## src/rtl/pc_flow_ctrl.sv

```systemverilog
// pc_flow_ctrl: program-flow sequencer that owns the program counter.
//
// Every op accepted in RUN (op_valid_i & op_ready_o) produces the next PC
// one edge later: increment, jump, flag-conditional jump, call, return or
// halt. CALL/RET use a small hardware return-address stack, LIFO, where the
// top entry sits at index sp-1.
//
// Optional build macro: PC_FLOW_STACK_GUARD_EN
//   defined   : CALL on a full stack or RET on an empty stack enters FAULT
//               (held until rst_i); the offending op changes nothing.
//   undefined : overflowing pushes are dropped (the jump still happens),
//               RET on an empty stack goes to pc 0; fault_o is tied 0.
//
// Ports:
//   clk_i          system clock, rising edge
//   rst_i          synchronous active-high reset
//   start_i        boot pulse, honoured in IDLE/HALT only
//   start_addr_i   boot address
//   op_valid_i     op/flags/jmp_address_i valid this cycle
//   op_i           0 NEXT 1 JMP 2 JMPZ 3 JMPS 4 JMPC 5 CALL 6 RET 7 HALT
//   zero_flag_i    ALU zero flag
//   sign_flag_i    ALU sign flag (1 = negative)
//   carry_flag_i   ALU carry flag
//   jmp_address_i  jump / call target
//   op_ready_o     high in RUN only
//   pc_o           registered program counter
//   taken_o        one-cycle pulse: last accepted op redirected the PC
//   halted_o       high in HALT
//   fault_o        high in FAULT (guard build), else 0
//   sp_o           number of valid stack entries
module pc_flow_ctrl #(
  parameter int unsigned PC_W  = 20,
  parameter int unsigned DEPTH = 8,
  parameter int unsigned SP_W  = 4
) (
  input  logic            clk_i,
  input  logic            rst_i,
  input  logic            start_i,
  input  logic [PC_W-1:0] start_addr_i,
  input  logic            op_valid_i,
  input  logic [2:0]      op_i,
  input  logic            zero_flag_i,
  input  logic            sign_flag_i,
  input  logic            carry_flag_i,
  input  logic [PC_W-1:0] jmp_address_i,
  output logic            op_ready_o,
  output logic [PC_W-1:0] pc_o,
  output logic            taken_o,
  output logic            halted_o,
  output logic            fault_o,
  output logic [SP_W-1:0] sp_o
);

  localparam int unsigned IDX_W = (DEPTH > 1) ? $clog2(DEPTH) : 1;

  typedef enum logic [2:0] {
    OP_NEXT = 3'd0,
    OP_JMP  = 3'd1,
    OP_JMPZ = 3'd2,
    OP_JMPS = 3'd3,
    OP_JMPC = 3'd4,
    OP_CALL = 3'd5,
    OP_RET  = 3'd6,
    OP_HALT = 3'd7
  } op_e;

`ifdef PC_FLOW_STACK_GUARD_EN
  typedef enum logic [1:0] {
    ST_IDLE  = 2'd0,
    ST_RUN   = 2'd1,
    ST_HALT  = 2'd2,
    ST_FAULT = 2'd3
  } state_e;
`else
  typedef enum logic [1:0] {
    ST_IDLE = 2'd0,
    ST_RUN  = 2'd1,
    ST_HALT = 2'd2
  } state_e;
`endif

  state_e          state_q, state_d;
  logic [PC_W-1:0] pc_q, pc_d;
  logic [SP_W-1:0] sp_q, sp_d;
  logic            taken_q, taken_d;
  logic            ready_q;
  logic            halted_q;
  logic            fault_q;

  logic [PC_W-1:0] stack_q [DEPTH];
  logic            push_en;
  logic [IDX_W-1:0] push_idx;
  logic [IDX_W-1:0] top_idx;

  op_e             op;
  logic [PC_W-1:0] pc_inc;
  logic            stack_full;
  logic            stack_empty;

  assign op          = op_e'(op_i);
  assign pc_inc      = pc_q + PC_W'(1);
  assign stack_full  = (sp_q == SP_W'(DEPTH));
  assign stack_empty = (sp_q == '0);
  assign push_idx    = IDX_W'(sp_q);
  assign top_idx     = IDX_W'(sp_q - SP_W'(1));

  // Next-state, next-PC and stack control
  always_comb begin
    state_d = state_q;
    pc_d    = pc_q;
    sp_d    = sp_q;
    taken_d = 1'b0;
    push_en = 1'b0;

    case (state_q)
      ST_IDLE, ST_HALT: begin
        if (start_i) begin
          state_d = ST_RUN;
          pc_d    = start_addr_i;
        end
      end

      ST_RUN: begin
        if (op_valid_i) begin
          case (op)
            OP_NEXT: pc_d = pc_inc;
            OP_JMP: begin
              pc_d    = jmp_address_i;
              taken_d = 1'b1;
            end
            OP_JMPZ, OP_JMPS, OP_JMPC: begin
              // Conditional jumps share one path; only the selected flag differs
              if ((op == OP_JMPZ && zero_flag_i) ||
                  (op == OP_JMPS && sign_flag_i) ||
                  (op == OP_JMPC && carry_flag_i)) begin
                pc_d    = jmp_address_i;
                taken_d = 1'b1;
              end else begin
                pc_d = pc_inc;
              end
            end
            OP_CALL: begin
              if (stack_full) begin
`ifdef PC_FLOW_STACK_GUARD_EN
                state_d = ST_FAULT;
`else
                // Return address is lost, control transfer still happens
                pc_d    = jmp_address_i;
                taken_d = 1'b1;
`endif
              end else begin
                push_en = 1'b1;
                sp_d    = sp_q + SP_W'(1);
                pc_d    = jmp_address_i;
                taken_d = 1'b1;
              end
            end
            OP_RET: begin
              if (stack_empty) begin
`ifdef PC_FLOW_STACK_GUARD_EN
                state_d = ST_FAULT;
`else
                pc_d    = '0;
                taken_d = 1'b1;
`endif
              end else begin
                pc_d    = stack_q[top_idx];
                sp_d    = sp_q - SP_W'(1);
                taken_d = 1'b1;
              end
            end
            OP_HALT: state_d = ST_HALT;
            default: pc_d = pc_q;
          endcase
        end
      end

`ifdef PC_FLOW_STACK_GUARD_EN
      ST_FAULT: state_d = ST_FAULT;
`endif

      default: state_d = ST_IDLE;
    endcase
  end

  // Control and status registers
  always_ff @(posedge clk_i) begin
    if (rst_i) begin
      state_q  <= ST_IDLE;
      pc_q     <= '0;
      sp_q     <= '0;
      taken_q  <= 1'b0;
      ready_q  <= 1'b0;
      halted_q <= 1'b0;
      fault_q  <= 1'b0;
    end else begin
      state_q  <= state_d;
      pc_q     <= pc_d;
      sp_q     <= sp_d;
      taken_q  <= taken_d;
      ready_q  <= (state_d == ST_RUN);
      halted_q <= (state_d == ST_HALT);
`ifdef PC_FLOW_STACK_GUARD_EN
      fault_q  <= (state_d == ST_FAULT);
`else
      fault_q  <= 1'b0;
`endif
    end
  end

  // Return-address storage; contents are don't-care after reset
  always_ff @(posedge clk_i) begin
    if (push_en) begin
      stack_q[push_idx] <= pc_inc;
    end
  end

  assign op_ready_o = ready_q;
  assign pc_o       = pc_q;
  assign taken_o    = taken_q;
  assign halted_o   = halted_q;
  assign fault_o    = fault_q;
  assign sp_o       = sp_q;

endmodule

```

## config.mk

```make
export PLATFORM = sky130hd
export DESIGN_NAME = pc_flow_ctrl
export DESIGN_NICKNAME = d
export VERILOG_FILES = /design/src/rtl/pc_flow_ctrl.sv
export SDC_FILE = /design/constraint.sdc
export NUM_CORES = 1
export LEC_CHECK = 0
export ABC_AREA = 1
export CAP_MARGIN = 20
export CORE_UTILIZATION = 54
export CTS_BUF_LIST = sky130_fd_sc_hd__clkbuf_8
export CTS_CLUSTER_SIZE = 40
export DETAILED_ROUTE_END_ITERATION = 16
export PLACE_DENSITY_LB_ADDON = 0.2
export SETUP_SLACK_MARGIN = 0.1
export SYNTH_ARGS = -nofsm -noshare
export SYNTH_HDL_FRONTEND = slang
export SYNTH_SLANG_ARGS = --single-unit
```

## constraint.sdc

```tcl
create_clock -name clk_i -period 3.64 [get_ports clk_i]
set_clock_uncertainty 0.2 [all_clocks]
set_input_delay 0.728 -clock clk_i [delete_from_list [all_inputs] [get_ports clk_i]]
set_output_delay 0.728 -clock clk_i [all_outputs]
set_load 0.05 [all_outputs]
```

==> results.env <==
RESULT_OF_THE_RUN='finished, final reports clean'
SETUP.WORST_PATH.CLASS='reg2out'
INITIAL_CORE_UTIL=0.551
DRC=0
NUMBER_OF_SINKS_DRIVEN_BY_THE_CLOCK_TREE=189
FINAL_DESIGN_AREA_NO_FILL_MM2=0.0105
WORSTPATHARRIVAL_NS=1.97
REPORT.FINAL.SLEW_VIOL_COUNT=0
TIMING.FINAL.CRIT_PERIOD_NS=2.90
WORST-PATH-BUF-INV=1
TIMING.CRITICAL_PATH.MAX_DELAY_FAMILY='buffers and inverters'
CLK_NETWORK_PWR_SHARE=0.314
FINAL_NETS=1131
CRITICAL-PATH-MAX-STAGE-DELAY_NS=0.89
SYNTH_SIMPLE_GATE_AREA_SHARE=0.266
CTS-BUFFERS-INSERTED=17
ROUTABILITYCONGESTION=0.882
SYNTHESIS.AREA_PER_INSTANCE_UM2=9.01
SYNTH_XOR_AREA_FRAC=0.00773
AREA_FRACTION_OF_THE_DOMINANT_CELL_TYPE_AFTER_SYNTHESIS=0.530
CTS_HOLD_BUFFERS=0
NETLIST.TOP_CELL.BY_AREA='sky130_fd_sc_hd__edfxtp_1'
MAX-SLEW-MARGIN-REL=0.355
VIAS=6882
FIN_CRIT_SH=0.797
REGISTER_AREA_SHARE_AFTER_SYNTHESIS=0.594
WORST_SKEW_LATE_LATENCY_NS=0.48
WORST_HOLD_PATH_TYPE='reg2reg'
MAX_FREQ_MHz=345
FLOORPLAN.ROWS=47
OVERFLOW=0
CTS_TREE='done'
CTS.REPAIR.RESIZED=0
SYNTH-WARNING-COUNT=0
GRT_PASS1_VIAS=6294
INITIALDRTVIOLATIONCOUNT=611
SYNTH_TOP_FAMILY_BY_AREA='simple AND/OR/NAND/NOR gates'
CTS-ROOT-TO-SINK-BUFFERS=2
CRITICAL_PATH.SLOWEST_CELL='sky130_fd_sc_hd__clkdlybuf4s50_1'
PWR_DENSITY_CELL_mW_PER_MM2=414
VIA_COUNT_NORMALIZED_BY_INSTANCE_COUNT=5.25
SWITCHING_POWER_W=0.00119
WORST_SETUP_EP_TYPE='output pin'
POSTSYNTHCELLCOUNT=1006
POWER.SHARE.SWITCHING=0.276
GRT_PASS1_WL_MM=33.8
RSZ0062_AT_GRT='no'
GRT_USAGE=0.256
YOSYS.AREA_SHARE.ADDER=0.00552
FINAL_HOLD_VIOL_COUNT=0
FIN_UTIL=0.635
DRIVE_GT1_FRAC=0.0890
N_ANTENNA_CELL=0
PIN_COUNT=78
MAX_SLEW.WORST_PIN.SLEW_NS=0.967
DRT-PASS1-ITER-COUNT=5
CRIT_PATH_CELL_TRACE='clkdlybuf4s50_1'
CLKTRANSATPATHREGS_NS=0.10
ROUTE.FINAL.WIRE_LENGTH_MM=21.1
SYNTH_COMPOUND_GATE_AREA_SHARE=0.0533
CRITICAL_PATH.MAX_FANOUT=7
CLOCK-ROOT-BUFFER='sky130_fd_sc_hd__clkbuf_8'
YOSYS-TOP-CELLS-AREA='sky130_fd_sc_hd__edfxtp_1, sky130_fd_sc_hd__nand2_1, sky130_fd_sc_hd__dfxtp_1'
CTS-HTREE-LEVELS=4
CORE_MM2=0.0165
SYNTH_SEQ_CELLS=189
SETUP_VIOL=0
POST_SYNTH_MUX_AREA_SHARE=0
NUMBER_OF_ANTENNA_VIOLATIONS_AT_THE_FIRST_CHECK_IN_GLOBAL_ROUTING=0
SHARE_SEQ_OF_TOTAL_POWER=0.563
IR_WORST_VDD_mV=0.232
BUFFER_PORTS.INSERTED=76
YOSYS.CELL_TYPES.COUNT=36
POWER_REPORT.INTERNAL_TOTAL_W=0.00314
ANT_NETS=0
REQUIRED_NS=2.71
DIE_AREA_MM2=0.0173
CRITICAL_PATH.STARTPOINT_TYPE='register'
POST-CTS-SETUP-BUFFERS=0
SYN_AREA_MM2=0.00907
DIE_X_UM=132
SHARE_COMB_OF_TOTAL_POWER=0.123
SYNTH_NETS=1060
STANDBY_LEAKAGE_POWER_nW=4.18
DIE_H_UM=132
SYNTHTOLAYOUTAREAGROWTH_PCT=15.4
GRT_START_MAX_NET_PINS=92
WL_PER_CELL_UM=16.1
CAP_VIOL_MAX_COUNT=0
PLACED_CELL_AREA_MM2=0.0101
HPWL_MM=14.3
-- cell usage in the layout (no fill, tap or decap), types with 2 or more instances in the layout --
cell	count
sky130_fd_sc_hd__nand4_1	7
sky130_fd_sc_hd__clkbuf_8	17
sky130_fd_sc_hd__nand3_1	113
sky130_fd_sc_hd__ha_1	4
sky130_fd_sc_hd__inv_8	3
sky130_fd_sc_hd__xor2_1	6
sky130_fd_sc_hd__nor2_4	6
sky130_fd_sc_hd__nand3b_1	6
sky130_fd_sc_hd__nor2_1	103
sky130_fd_sc_hd__a21oi_1	30
sky130_fd_sc_hd__inv_6	4
sky130_fd_sc_hd__nand2_1	303
sky130_fd_sc_hd__nor2_8	2
sky130_fd_sc_hd__nor3_2	5
sky130_fd_sc_hd__nand2_2	6
sky130_fd_sc_hd__clkinv_4	3
sky130_fd_sc_hd__buf_4	24
sky130_fd_sc_hd__inv_2	7
sky130_fd_sc_hd__nor2_2	6
sky130_fd_sc_hd__dfxtp_1	28
sky130_fd_sc_hd__inv_1	96
sky130_fd_sc_hd__clkdlybuf4s50_1	76
sky130_fd_sc_hd__and2_1	2
sky130_fd_sc_hd__o21ai_1	15
sky130_fd_sc_hd__a21oi_2	3
sky130_fd_sc_hd__clkinvlp_4	3
sky130_fd_sc_hd__clkinv_1	2
sky130_fd_sc_hd__o21ai_0	36
sky130_fd_sc_hd__edfxtp_1	160
-- Yosys cell counts (all sizes together) --
cell    number
nor4         1
and2         2
nor3         6
dfxtp       29
clkinv       1
o31ai        1
o22ai        1
a21oi       33
nand4        7
xor2         6
o21bai       1
edfxtp     160
buf         37
o21a         1
xnor2        2
inv        104
nand3      113
nand2      310
clkbuf      11
nor2       117
ha           4
o21ai       52
nand3b       6
conb         1
-- path summary, 6_finish.rpt --
check             startpoint  endpoint  slack [ns]  cells after the start
setup / recovery     sp_o[2]   sp_o[2]        0.74                      1
hold / removal       sp_o[3]   sp_o[3]        0.32                      2
setup reg to reg     sp_o[1]  pc_o[17]        1.01                     12
hold reg to reg      sp_o[3]   sp_o[3]        0.32                      2
-- metal layers --
layer / up-vias / share of wire / GRT usage
met1: 3145 / 0.45 / 0.380
met3: 25 / 0.085 / 0.0478
met2: 280 / 0.45 / 0.382
met4: 0 / 0.015 / 0.0775
met5: - / 0 / 0
li1: 3432 / - / -
-- tightest hold or removal path, stage by stage (launching register included) --
cell and delay [ns]:
sky130_fd_sc_hd__dfxtp_1 0.34, sky130_fd_sc_hd__inv_1 0.08, sky130_fd_sc_hd__a21oi_1 0.06
-- registers in the layout (all words and copies together) (netlist names) --
register / flops
halted_o: 1
taken_o: 1
state_q: 2
pc_o: 20
stack_q: 160
op_ready_o: 1
sp_o: 4
-- cell families after synthesis --
family | Yosys count
AOI/OAI and AO/OA | 89
xor gates and xnor gates | 8
adders and majority gates | 4
buffers and inverters | 153
DFF | 189
other | 1
and+or+nand+nor | 562
-- power groups by stage --
stage	Clock [W]	Combinational, W	Sequential [W]
finish	0.00136	0.000532	0.00244
global route	0.00146	0.000576	0.00245
CTS	0.00138	0.000529	0.00244
detailed placement	0	0.000527	0.00249
global placement	0	0.000519	0.00249
floorplan	0	0.000251	0.00256
-- layout make-up --
class / count / area, um2
multi-input combinational: 664 / 3080
clock buffer: 17 / 234
timing repair buffer: 100 / 941
fill: 1392 / 6010
sequential: 189 / 5390
inverter: 105 / 397
tap: 220 / 275
clock inverter: 15 / 151
-- per-stage QoR --
step           hold WS, ns  setup slack, ns  power [W]  TNS [ns]  std cells
2_1_floorplan        0.368           -0.192    0.00281    -18.88       1006
3_3_place_gp         0.306            0.632    0.00301         0       1278
3_5_place_dp         0.311            0.581    0.00302         0       1278
4_1_cts              0.325            0.727    0.00435         0       1310
5_1_grt              0.351            0.652    0.00448         0       1310
6_report             0.320            0.740    0.00433         0       1310
No activity file was read; power rests on OpenSTA's default activity.
